<file path="src/rtl/vmask_popcount_seq_pkg.sv">
// Shared types and helpers for the vcpop mask-walk sequencer.
package vmask_pkg;
   localparam int VLMAX_D = 1024;
   localparam int MASK_W  = 64;

   typedef enum logic [1:0] {S_IDLE, S_RUN, S_DRAIN, S_DONE} state_e;

   // Keep only bits [vl_mod-1:0] on a partial last word; otherwise pass everything.
   function automatic logic [MASK_W-1:0] tail_mask(input int vl_mod, input logic is_last);
      logic [MASK_W-1:0] m;
      m = '1;
      if (is_last && vl_mod != 0) m = (MASK_W'(1) << vl_mod) - MASK_W'(1);
      return m;
   endfunction

   function automatic int nwords(input int vl, input int w);
      return (vl + w - 1) / w;
   endfunction
endpackage

</file>
<file path="src/rtl/vmask_popcount_seq_if.sv">
// Request, mask-stream and result handshakes of the popcount sequencer.
interface vmask_popcount_seq_if #(
   parameter int REQ_DATA_WIDTH  = 64,
   parameter int RESP_DATA_WIDTH = 64,
   parameter int VL_W            = 11
);
   logic                       req_valid;
   logic                       req_ready;
   logic [VL_W-1:0]            req_vl;
   logic                       m_valid;
   logic                       m_ready;
   logic [REQ_DATA_WIDTH-1:0]  m_data;
   logic                       res_valid;
   logic                       res_ready;
   logic [RESP_DATA_WIDTH-1:0] res_data;
   logic                       busy;

   modport master (output req_valid, req_vl, m_valid, m_data, res_ready,
                   input  req_ready, m_ready, res_valid, res_data, busy);
   modport slave  (input  req_valid, req_vl, m_valid, m_data, res_ready,
                   output req_ready, m_ready, res_valid, res_data, busy);
endinterface

</file>
<file path="src/rtl/vmask_popcount_seq_vadd.sv">
// Popcount adder: out_vec = in_count + popcount(in_m0), one register stage.
module vAdd_mask #(
   parameter int REQ_DATA_WIDTH  = 64,
   parameter int RESP_DATA_WIDTH = 64
) (
   input  logic                       clk,
   input  logic                       rst,
   input  logic                       in_valid,
   input  logic [REQ_DATA_WIDTH-1:0]  in_m0,
   input  logic [RESP_DATA_WIDTH-1:0] in_count,
   output logic [RESP_DATA_WIDTH-1:0] out_vec
);
   logic [RESP_DATA_WIDTH-1:0] pc;

   always_comb begin
      pc = '0;
      for (int i = 0; i < REQ_DATA_WIDTH; i++) pc = pc + RESP_DATA_WIDTH'(in_m0[i]);
   end

   always_ff @(posedge clk or posedge rst) begin
      if (rst)           out_vec <= '0;
      else if (in_valid) out_vec <= in_count + pc;
   end
endmodule

</file>
<file path="src/rtl/vmask_popcount_seq.sv">
// Walks ceil(vl/W) mask words through vAdd_mask and returns the total set-bit count.
import vmask_pkg::*;

module vmask_popcount_seq #(
   parameter int REQ_DATA_WIDTH  = MASK_W,
   parameter int RESP_DATA_WIDTH = 64,
   parameter int VLMAX           = VLMAX_D
) (
   input logic             clk,
   input logic             rst_n,
   vmask_popcount_seq_if.slave bus
);
   localparam int VL_W = $clog2(VLMAX + 1);

   state_e                     state_q;
   logic [VL_W-1:0]            vl_q, nwords_q, wcnt_q, vl_clamp;
   logic [RESP_DATA_WIDTH-1:0] accum_q, out_vec, in_count;
   logic [REQ_DATA_WIDTH-1:0]  in_m0;
   logic [MASK_W-1:0]          tmask;
   logic                       pending_q, beat, is_last;

   assign vl_clamp = (bus.req_vl > VL_W'(VLMAX)) ? VL_W'(VLMAX) : bus.req_vl;
   assign beat     = (state_q == S_RUN) && bus.m_valid && bus.m_ready;
   assign is_last  = (wcnt_q == nwords_q - VL_W'(1));
   assign tmask    = tail_mask(int'(vl_q) % REQ_DATA_WIDTH, is_last);
   assign in_m0    = bus.m_data & REQ_DATA_WIDTH'(tmask);
   // Back-to-back beats take the previous sum straight from the adder register.
   assign in_count = pending_q ? out_vec : accum_q;
   assign bus.res_data = accum_q;

   vAdd_mask #(.REQ_DATA_WIDTH(REQ_DATA_WIDTH), .RESP_DATA_WIDTH(RESP_DATA_WIDTH)) u_vadd (
      .clk      (clk),
      .rst      (~rst_n),
      .in_valid (beat),
      .in_m0    (in_m0),
      .in_count (in_count),
      .out_vec  (out_vec)
   );

   always_ff @(posedge clk or negedge rst_n) begin
      if (!rst_n) begin
         state_q       <= S_IDLE;
         accum_q       <= '0;
         pending_q     <= 1'b0;
         wcnt_q        <= '0;
         vl_q          <= '0;
         nwords_q      <= '0;
         bus.res_valid <= 1'b0;
         bus.m_ready   <= 1'b0;
         bus.busy      <= 1'b0;
         bus.req_ready <= 1'b1;
      end else begin
         case (state_q)
            S_IDLE: if (bus.req_valid) begin
               vl_q          <= vl_clamp;
               nwords_q      <= VL_W'(nwords(int'(vl_clamp), REQ_DATA_WIDTH));
               accum_q       <= '0;
               wcnt_q        <= '0;
               pending_q     <= 1'b0;
               bus.req_ready <= 1'b0;
               bus.busy      <= 1'b1;
               if (vl_clamp == '0) begin
                  state_q       <= S_DONE;
                  bus.res_valid <= 1'b1;
               end else begin
                  state_q     <= S_RUN;
                  bus.m_ready <= 1'b1;
               end
            end
            S_RUN: if (beat) begin
               pending_q <= 1'b1;
               wcnt_q    <= wcnt_q + VL_W'(1);
               if (is_last) begin
                  state_q     <= S_DRAIN;
                  bus.m_ready <= 1'b0;
               end
            end else begin
               accum_q   <= in_count;
               pending_q <= 1'b0;
            end
            S_DRAIN: begin
               accum_q       <= out_vec;
               pending_q     <= 1'b0;
               state_q       <= S_DONE;
               bus.res_valid <= 1'b1;
            end
            S_DONE: if (bus.res_ready) begin
               state_q       <= S_IDLE;
               bus.res_valid <= 1'b0;
               bus.busy      <= 1'b0;
               bus.req_ready <= 1'b1;
            end
            default: state_q <= S_IDLE;
         endcase
      end
   end
endmodule

</file>
<file path="src/flat_wrapper.sv">
// flat-port wrapper written by rule: the top's interface ports become plain ports
module vmask_popcount_seq_flat 
#(
   parameter int REQ_DATA_WIDTH  = MASK_W,
   parameter int RESP_DATA_WIDTH = 64,
   parameter int VLMAX           = VLMAX_D
)
  (clk, rst_n, bus_req_valid, bus_req_vl, bus_m_valid, bus_m_data, bus_res_ready, bus_req_ready, bus_m_ready, bus_res_valid, bus_res_data, bus_busy);
  vmask_popcount_seq_if #(.REQ_DATA_WIDTH(REQ_DATA_WIDTH), .RESP_DATA_WIDTH(RESP_DATA_WIDTH), .VL_W((11))) bus_i ();
  input logic clk;
  input logic rst_n;
  input wire logic [$bits(bus_i.req_valid)-1:0] bus_req_valid;
  input wire logic [$bits(bus_i.req_vl)-1:0] bus_req_vl;
  input wire logic [$bits(bus_i.m_valid)-1:0] bus_m_valid;
  input wire logic [$bits(bus_i.m_data)-1:0] bus_m_data;
  input wire logic [$bits(bus_i.res_ready)-1:0] bus_res_ready;
  output wire logic [$bits(bus_i.req_ready)-1:0] bus_req_ready;
  output wire logic [$bits(bus_i.m_ready)-1:0] bus_m_ready;
  output wire logic [$bits(bus_i.res_valid)-1:0] bus_res_valid;
  output wire logic [$bits(bus_i.res_data)-1:0] bus_res_data;
  output wire logic [$bits(bus_i.busy)-1:0] bus_busy;
  assign bus_i.req_valid = bus_req_valid;
  assign bus_i.req_vl = bus_req_vl;
  assign bus_i.m_valid = bus_m_valid;
  assign bus_i.m_data = bus_m_data;
  assign bus_i.res_ready = bus_res_ready;
  assign bus_req_ready = bus_i.req_ready;
  assign bus_m_ready = bus_i.m_ready;
  assign bus_res_valid = bus_i.res_valid;
  assign bus_res_data = bus_i.res_data;
  assign bus_busy = bus_i.busy;
  vmask_popcount_seq #(.REQ_DATA_WIDTH(REQ_DATA_WIDTH), .RESP_DATA_WIDTH(RESP_DATA_WIDTH), .VLMAX(VLMAX)) u_core (.clk(clk), .rst_n(rst_n), .bus(bus_i));
endmodule
</file>
<file path="config.mk">
export PLATFORM = sky130hd
export DESIGN_NAME = vmask_popcount_seq_flat
export DESIGN_NICKNAME = d
export VERILOG_FILES = /design/src/rtl/vmask_popcount_seq_pkg.sv /design/src/rtl/vmask_popcount_seq_if.sv /design/src/rtl/vmask_popcount_seq_vadd.sv /design/src/rtl/vmask_popcount_seq.sv /design/src/flat_wrapper.sv
export SDC_FILE = /design/constraint.sdc
export NUM_CORES = 1
export LEC_CHECK = 0
export CORE_MARGIN = 8
export CORE_UTILIZATION = 45
export DETAILED_ROUTE_END_ITERATION = 8
export PLACE_DENSITY = 0.69
export SYNTH_ARGS = -nofsm -noshare
export SYNTH_HDL_FRONTEND = slang
export SYNTH_SLANG_ARGS = --single-unit
</file>
<file path="constraint.sdc">
create_clock -name clk -period 9.6 [get_ports clk]
set_input_delay 0.96 -clock clk [delete_from_list [all_inputs] [get_ports clk]]
set_output_delay 0.96 -clock clk [all_outputs]
set_load 0.02 [all_outputs]
</file>
==> metrics.yaml, run 1 <==
status:
  outcome: "completed"
setup_path:
  worstSetupStartpoint: "u_core.nwords_q[0]"
  path_class: "reg2reg"
  cp_slowest_cell: "or4_4"
  critPathMaxStageDelay_ns: 0.57
  cp.arrival_ns: 9.60
  crit_path_end_kind: "flip-flop"
  cp.required_ns: 9.95
  start_kind: "flip-flop"
  crit_top_cell: "fa_1"
  path_max_fanout: 9
  r2r-start: "u_core.nwords_q[0]"
timing:
  drv_slew: 0
  fin_ws_ns: 0.351
  setup_viol: 0
  worst_pin_slew_ns: 1.28
  fin_crit_sh: 0.963
  max_freq_ghz: 0.108
  finalHoldViolCount: 0
  fin_crit_ns: 9.25
  max_slew_margin: 0.148
  finClkSkew_ns: 0.0147
global_routing:
  grt_pass1_wl_mm: 64.7
  gr-total-overflow: 0
  grt_pass1_vias: 11900
  grt_use_total: 0.224
  grt_antenna_before_repair: 0
  grt_max_degree: 97
layout:
  fillers: 2610
  n_antenna_cell: 0
  fin_cells: 2016
  multi_input_area_um2: 8540
  seq_area_um2: 3960
  nNetsFinal: 1790
  drive_gt1_frac: 0.0968
  design_area_um2: 15800
  area_growth_pct: 20.9
  utilization: 0.552
die:
  dieArea_um2: 34900
  io_pins: 148
  start_util: 0.457
  num_rows: 62
  die_y_um: 187
  die_x_um: 187
  coreArea_um2: 28700
place:
  post-place-ws_ns: -0.0120
  placed_cells: 1972
  gp_congestion: 0.956
  dp_hpwl_mm: 28.9
  portBuffers: 147
  placed_cell_area_um2: 15000
synthesis:
  yosys.area.top_type: "dfrtp_1"
  ys_top_cells_by_area: "dfrtp_1 (30%), fa_1 (8.6%), o21ai_0 (4.8%)"
  ys_warn_count: 0
  synth.distinct_cells: 78
  synthTopCellsByCount: "dfrtp_1 (157), nand2_1 (149), o21ai_0 (125), nor2_1 (87), inv_1 (83)"
  synth_most_common_cell: "dfrtp_1"
  ys_seq_area_frac: 0.302
  async_flop_share: 1.00
  avgSynthCellArea_um2: 8.78
  syn-num-nets: 1665
  synth_top_area_frac: 0.300
  netlist_instances: 1494
  ys_ff_latch: 158
  synthesis.area_um2: 13100
  synth_edf_count: 0
  synth-main-ff-cell: "dfrtp_1"
route:
  drtIter0Drc: 1316
  routed_wirelength_mm: 40.6
  first_pass_iters: 5
  vias: 12300
  wl_per_cell_um: 20.1
  ant_nets: 0
  drc: 0
  drt-vias-per-instance: 6.09
clocking:
  tritoncts: "yes"
  clock-sinks: 158
  numCtsBuffers: 17
  clock_latency_ns: 0.44
  cts_buffer_depth: 2
  cts.clk_slew.worst_paths_ns: 0.06
  cts_root_buf: "clkbuf_16"
  htree_levels: 4
hold_path:
  hp-class: "reg2reg"
  hp-start: "u_core.u_vadd.out_vec[4]"
job:
  max_cap_violations: 0
## final timing paths
kind / to / slack, ns / cells after the start
hold reg to reg: u_core.u_vadd.out_vec[4] / 0.50 / 2
hold / removal: u_core.u_vadd.out_vec[4] / 0.50 / 2
setup reg to reg: u_core.u_vadd.out_vec[54] / 0.35 / 32
max in group asynchronous: u_core.pending_q / 7.54 / 2
setup / recovery: u_core.u_vadd.out_vec[54] / 0.35 / 32
min in group asynchronous: u_core.u_vadd.out_vec[23] / 0.61 / 1
## what timing repair did
item,4_1_cts,5_1_grt
gates resized for setup,2,29
setup endpoints to repair,2,44
gates cloned,0,2
pin swaps,0,10
setup buffers,0,10
hold buffers,0,0
## routing by layer
layer	GRT usage	share of wire
met1	0.300	0.44
met3	0.0442	0.067
met2	0.364	0.47
met4	0.0620	0.021
met5	0	0
## flip-flops by register name, summed over array words and instances (netlist names), 2 cells and up
name / cells
u_core.bus.res_data: 64
u_core.nwords_q: 6
u_core.state_q: 2
u_core.u_vadd.out_vec: 64
u_core.vl_q: 6
u_core.wcnt_q: 11
## metrics by stage
step | setup TNS (ns) | hold slack, ns
2_1_floorplan | 0 | 0.465
3_3_place_gp | 0 | 0.488
3_5_place_dp | -0.0204 | 0.495
4_1_cts | 0 | 0.510
5_1_grt | -0.583 | 0.542
6_report | 0 | 0.504
## critical path: cells and delay by family (launching register included)
kind,cells,cell delay [ns]
adder cells (fa/ha/maj),10,4.84
AO/OA/AOI/OAI,9,1.84
buffers and inverters,9,1.03
AND/OR/NAND/NOR,3,0.88
flip-flops,1,0.41
XOR/XNOR,1,0.15
## final cells by class
cell class | count | area share
inverters | 84 | 0.0199
multi-input cells | 1153 | 0.539
flip-flops and latches | 158 | 0.250
well taps | 384 | 0.0303
clock inverters | 13 | 0.0112
clock buffers | 19 | 0.0279
repair buffers | 205 | 0.122
## kinds of logic (layout without fill, tap and decap cells)
group	count (synthesis)	count (layout)	share of synthesized area
AOI/OAI and AO/OA	473	473	0.246
xor gates and xnor gates	80	80	0.0534
adders and majority gates	91	91	0.119
buffers and inverters	183	321	0.0581
DFF	158	158	0.302
muxes	74	74	0.0585
and+or+nand+nor	435	435	0.164
## cell usage in the layout (no fill, tap or decap), types with 8 or more instances in the layout
master and count:
and3_1 10, inv_1 83, nand3b_1 19, nor2_1 87, mux2_2 21, clkdlybuf4s50_1 146
o31ai_1 10, nor2b_1 10, buf_4 55, nor4_1 8, a221o_1 8, o21ai_0 119
a21oi_1 80, o211ai_1 16, ha_1 34, nand2_1 148, fa_1 54, a31oi_1 8
a22o_1 63, o21a_1 13, o22ai_1 30, a22oi_1 26, mux2i_1 53, nand3_1 52
dfrtp_1 155, nand4_1 15, and4_1 8, nand2b_1 11, nor3_1 17, clkbuf_16 18
xnor2_1 46, xor2_1 34, or3_1 15
Power of run 1 is left out: the tool's default activity adds up to more than one toggle a clock period on the data nets, which glitch-free logic cannot reach.
==> run 2, diff against run 1 <==
--- a/config.mk
+++ b/config.mk
@@ -5,10 +5,12 @@
 export SDC_FILE = /design/constraint.sdc
 export NUM_CORES = 1
 export LEC_CHECK = 0
+export CORE_ASPECT_RATIO = 1.1
 export CORE_MARGIN = 8
 export CORE_UTILIZATION = 45
 export DETAILED_ROUTE_END_ITERATION = 8
 export PLACE_DENSITY = 0.69
+export SKIP_LAST_GASP = 1
 export SYNTH_ARGS = -nofsm -noshare
 export SYNTH_HDL_FRONTEND = slang
 export SYNTH_SLANG_ARGS = --single-unit
==> run 2 against run 1 <==
Global-route usage rose by 0.30 points. Clock-buffer cell count fell by 1. Flip-flop and latch count did not move. Critical path depth fell by 1. Worst setup slack improved by 0.041 ns. Fmax rose by 0.45%. Sequential share of layout area rose by 0.19 points. Cell count fell by 1.3%. Critical endpoint is now u_core.u_vadd.out_vec[46]. Largest cell class unchanged.
==> metrics.yaml, run 2 (synthesized netlist as in run 1, its figures left out) <==
route:
  drc: 0  # unchanged
  vias: 12400  # was 12300
  ant_nets: 0  # unchanged
  first_pass_iters: 6  # was 5
  wl_per_cell_um: 20.2  # was 20.1 um
  routed_wirelength_mm: 40.3  # was 40.6 mm
  drt-vias-per-instance: 6.22  # was 6.09
  drtIter0Drc: 1275  # was 1316
clocking:
  cts.clk_slew.worst_paths_ns: 0.07  # was 0.06 ns
  numCtsBuffers: 17  # unchanged
  hold_buffers: 0  # unchanged
  htree_levels: 4  # unchanged
  clock-sinks: 158  # unchanged
  clock_latency_ns: 0.43  # was 0.44 ns
  cts_buffer_depth: 2  # unchanged
  cts_root_buf: "clkbuf_16"  # unchanged
  tritoncts: "yes"  # unchanged
layout:
  area_growth_pct: 19.9  # was 20.9%
  fin_cells: 1990  # was 2016
  n_antenna_cell: 0  # unchanged
  final_common_cell: "dfrtp_1"  # unchanged
  mostFrequentLayoutCells: "dfrtp_1 (156), nand2_1 (149), clkdlybuf4s50_1 (146), o21ai_0 (125), nor2_1 (87)"  # was dfrtp_1 (155), nand2_1 (148), clkdlybuf4s50_1 (146), o21ai_0 (119), nor2_1 (87)
  drive_gt1_frac: 0.0900  # was 0.0968
  nNetsFinal: 1780  # was 1790
  design_area_um2: 15700  # was 15800 um2
  fillers: 2652  # was 2610
setup_path:
  crit_path_end_kind: "flip-flop"  # unchanged
  start_kind: "flip-flop"  # unchanged
  crit_top_cell: "fa_1"  # unchanged
  path_class: "reg2reg"  # unchanged
  critPathMaxStageDelay_ns: 0.56  # was 0.57 ns
  cp.required_ns: 9.88  # was 9.95 ns
  cp_slowest_cell: "or4_4"  # unchanged
  cp.arrival_ns: 9.49  # was 9.60 ns
  cp_top_family: "adder cells"  # unchanged
  path_buf_inv: 8  # was 9
  path_max_fanout: 33  # was 9
job:
  max_cap_violations: 0  # unchanged
global_routing:
  grt_antenna_before_repair: 0  # unchanged
  grt_max_degree: 101  # was 97
  gr-total-overflow: 0  # unchanged
  grt_use_total: 0.227  # was 0.224
  grt_pass1_vias: 12000  # was 11900
  grt_pass1_wl_mm: 64.2  # was 64.7 mm
timing:
  fin_crit_ns: 9.21  # was 9.25 ns
  setup_viol: 0  # unchanged
  fin_crit_sh: 0.959  # was 0.963
  holdWs_ns: 0.512  # was 0.504 ns
  rsz0062_at_grt: "yes"
  max_slew_margin: 0.203  # was 0.148
  finalHoldViolCount: 0  # unchanged
  drv_slew: 0  # unchanged
  finClkSkew_ns: 0.0158  # was 0.0147 ns
  worst_pin_slew_ns: 1.19  # was 1.28 ns
  max_freq_ghz: 0.109  # was 0.108 GHz
die:
  io_pins: 148  # unchanged
  dieArea_um2: 34900  # about the same
  die_y_um: 195  # was 187 um
  coreArea_um2: 28700  # about the same
  num_rows: 65  # was 62
  die_x_um: 179  # was 187 um
  start_util: 0.457  # about the same
place:
  dp_hpwl_mm: 28.9  # about the same
  placed_cells: 1957  # was 1972
  portBuffers: 147  # unchanged
  placed_cell_area_um2: 15000  # about the same
  gp_congestion: 0.982  # was 0.956
hold_path:
  hp-class: "reg2reg"  # unchanged
status:
  outcome: "completed"  # unchanged
## run 2: area by class of cell
| cell class | count | area [um2] | share of cell area |
|---|---|---|---|
| multi-input combinational | 1153 | 8540 | 0.543 |
| clock inverter | 14 | 165 | 0.0105 |
| clock buffer | 18 | 439 | 0.0279 |
| inverter | 84 | 315 | 0.0201 |
| sequential | 158 | 3960 | 0.252 |
| tap | 368 | 460 | 0.0293 |
| timing repair buffer | 195 | 1850 | 0.117 |
## run 2: final timing paths
check	startpoint	endpoint	slack, ns	cells after the start
worst max-delay path	u_core.nwords_q[0]	u_core.u_vadd.out_vec[46]	0.39	31
worst min-delay path	u_core.bus.res_valid	u_core.bus.res_valid	0.51	1
worst max register to register	u_core.nwords_q[0]	u_core.u_vadd.out_vec[46]	0.39	31
worst min register to register	u_core.bus.res_valid	u_core.bus.res_valid	0.51	1
max in group asynchronous	rst_n	u_core.bus.res_data[3]	7.55	2
min in group asynchronous	rst_n	u_core.u_vadd.out_vec[24]	0.60	1
## run 2: what timing repair did
item / CTS / global route
resized for setup: 0 / 23
endpoints found under the setup margin: 0 / 42
setup buffers: 0 / 1
## run 2: through the flow
step	util	setup TNS, ns	setup slack (ns)
5_1_grt	0.548	-0.0325	-0.0157
3_5_place_dp	0.522	0	0.132
6_report	0.548	0	0.392
3_3_place_gp	0.522	0	0.321
2_1_floorplan	-	0	0.349
4_1_cts	0.543	0	0.0794
## run 2: metal layers
layer	track usage	share of wire	vias up	wire length, um
met3	0.0407	0.075	62	3010
li1	-	-	5683	-
met1	0.307	0.42	6113	17100
met2	0.362	0.48	525	19300
met5	0	0	-	0
met4	0.0732	0.021	0	828
Power of run 2 is left out for the same reason.
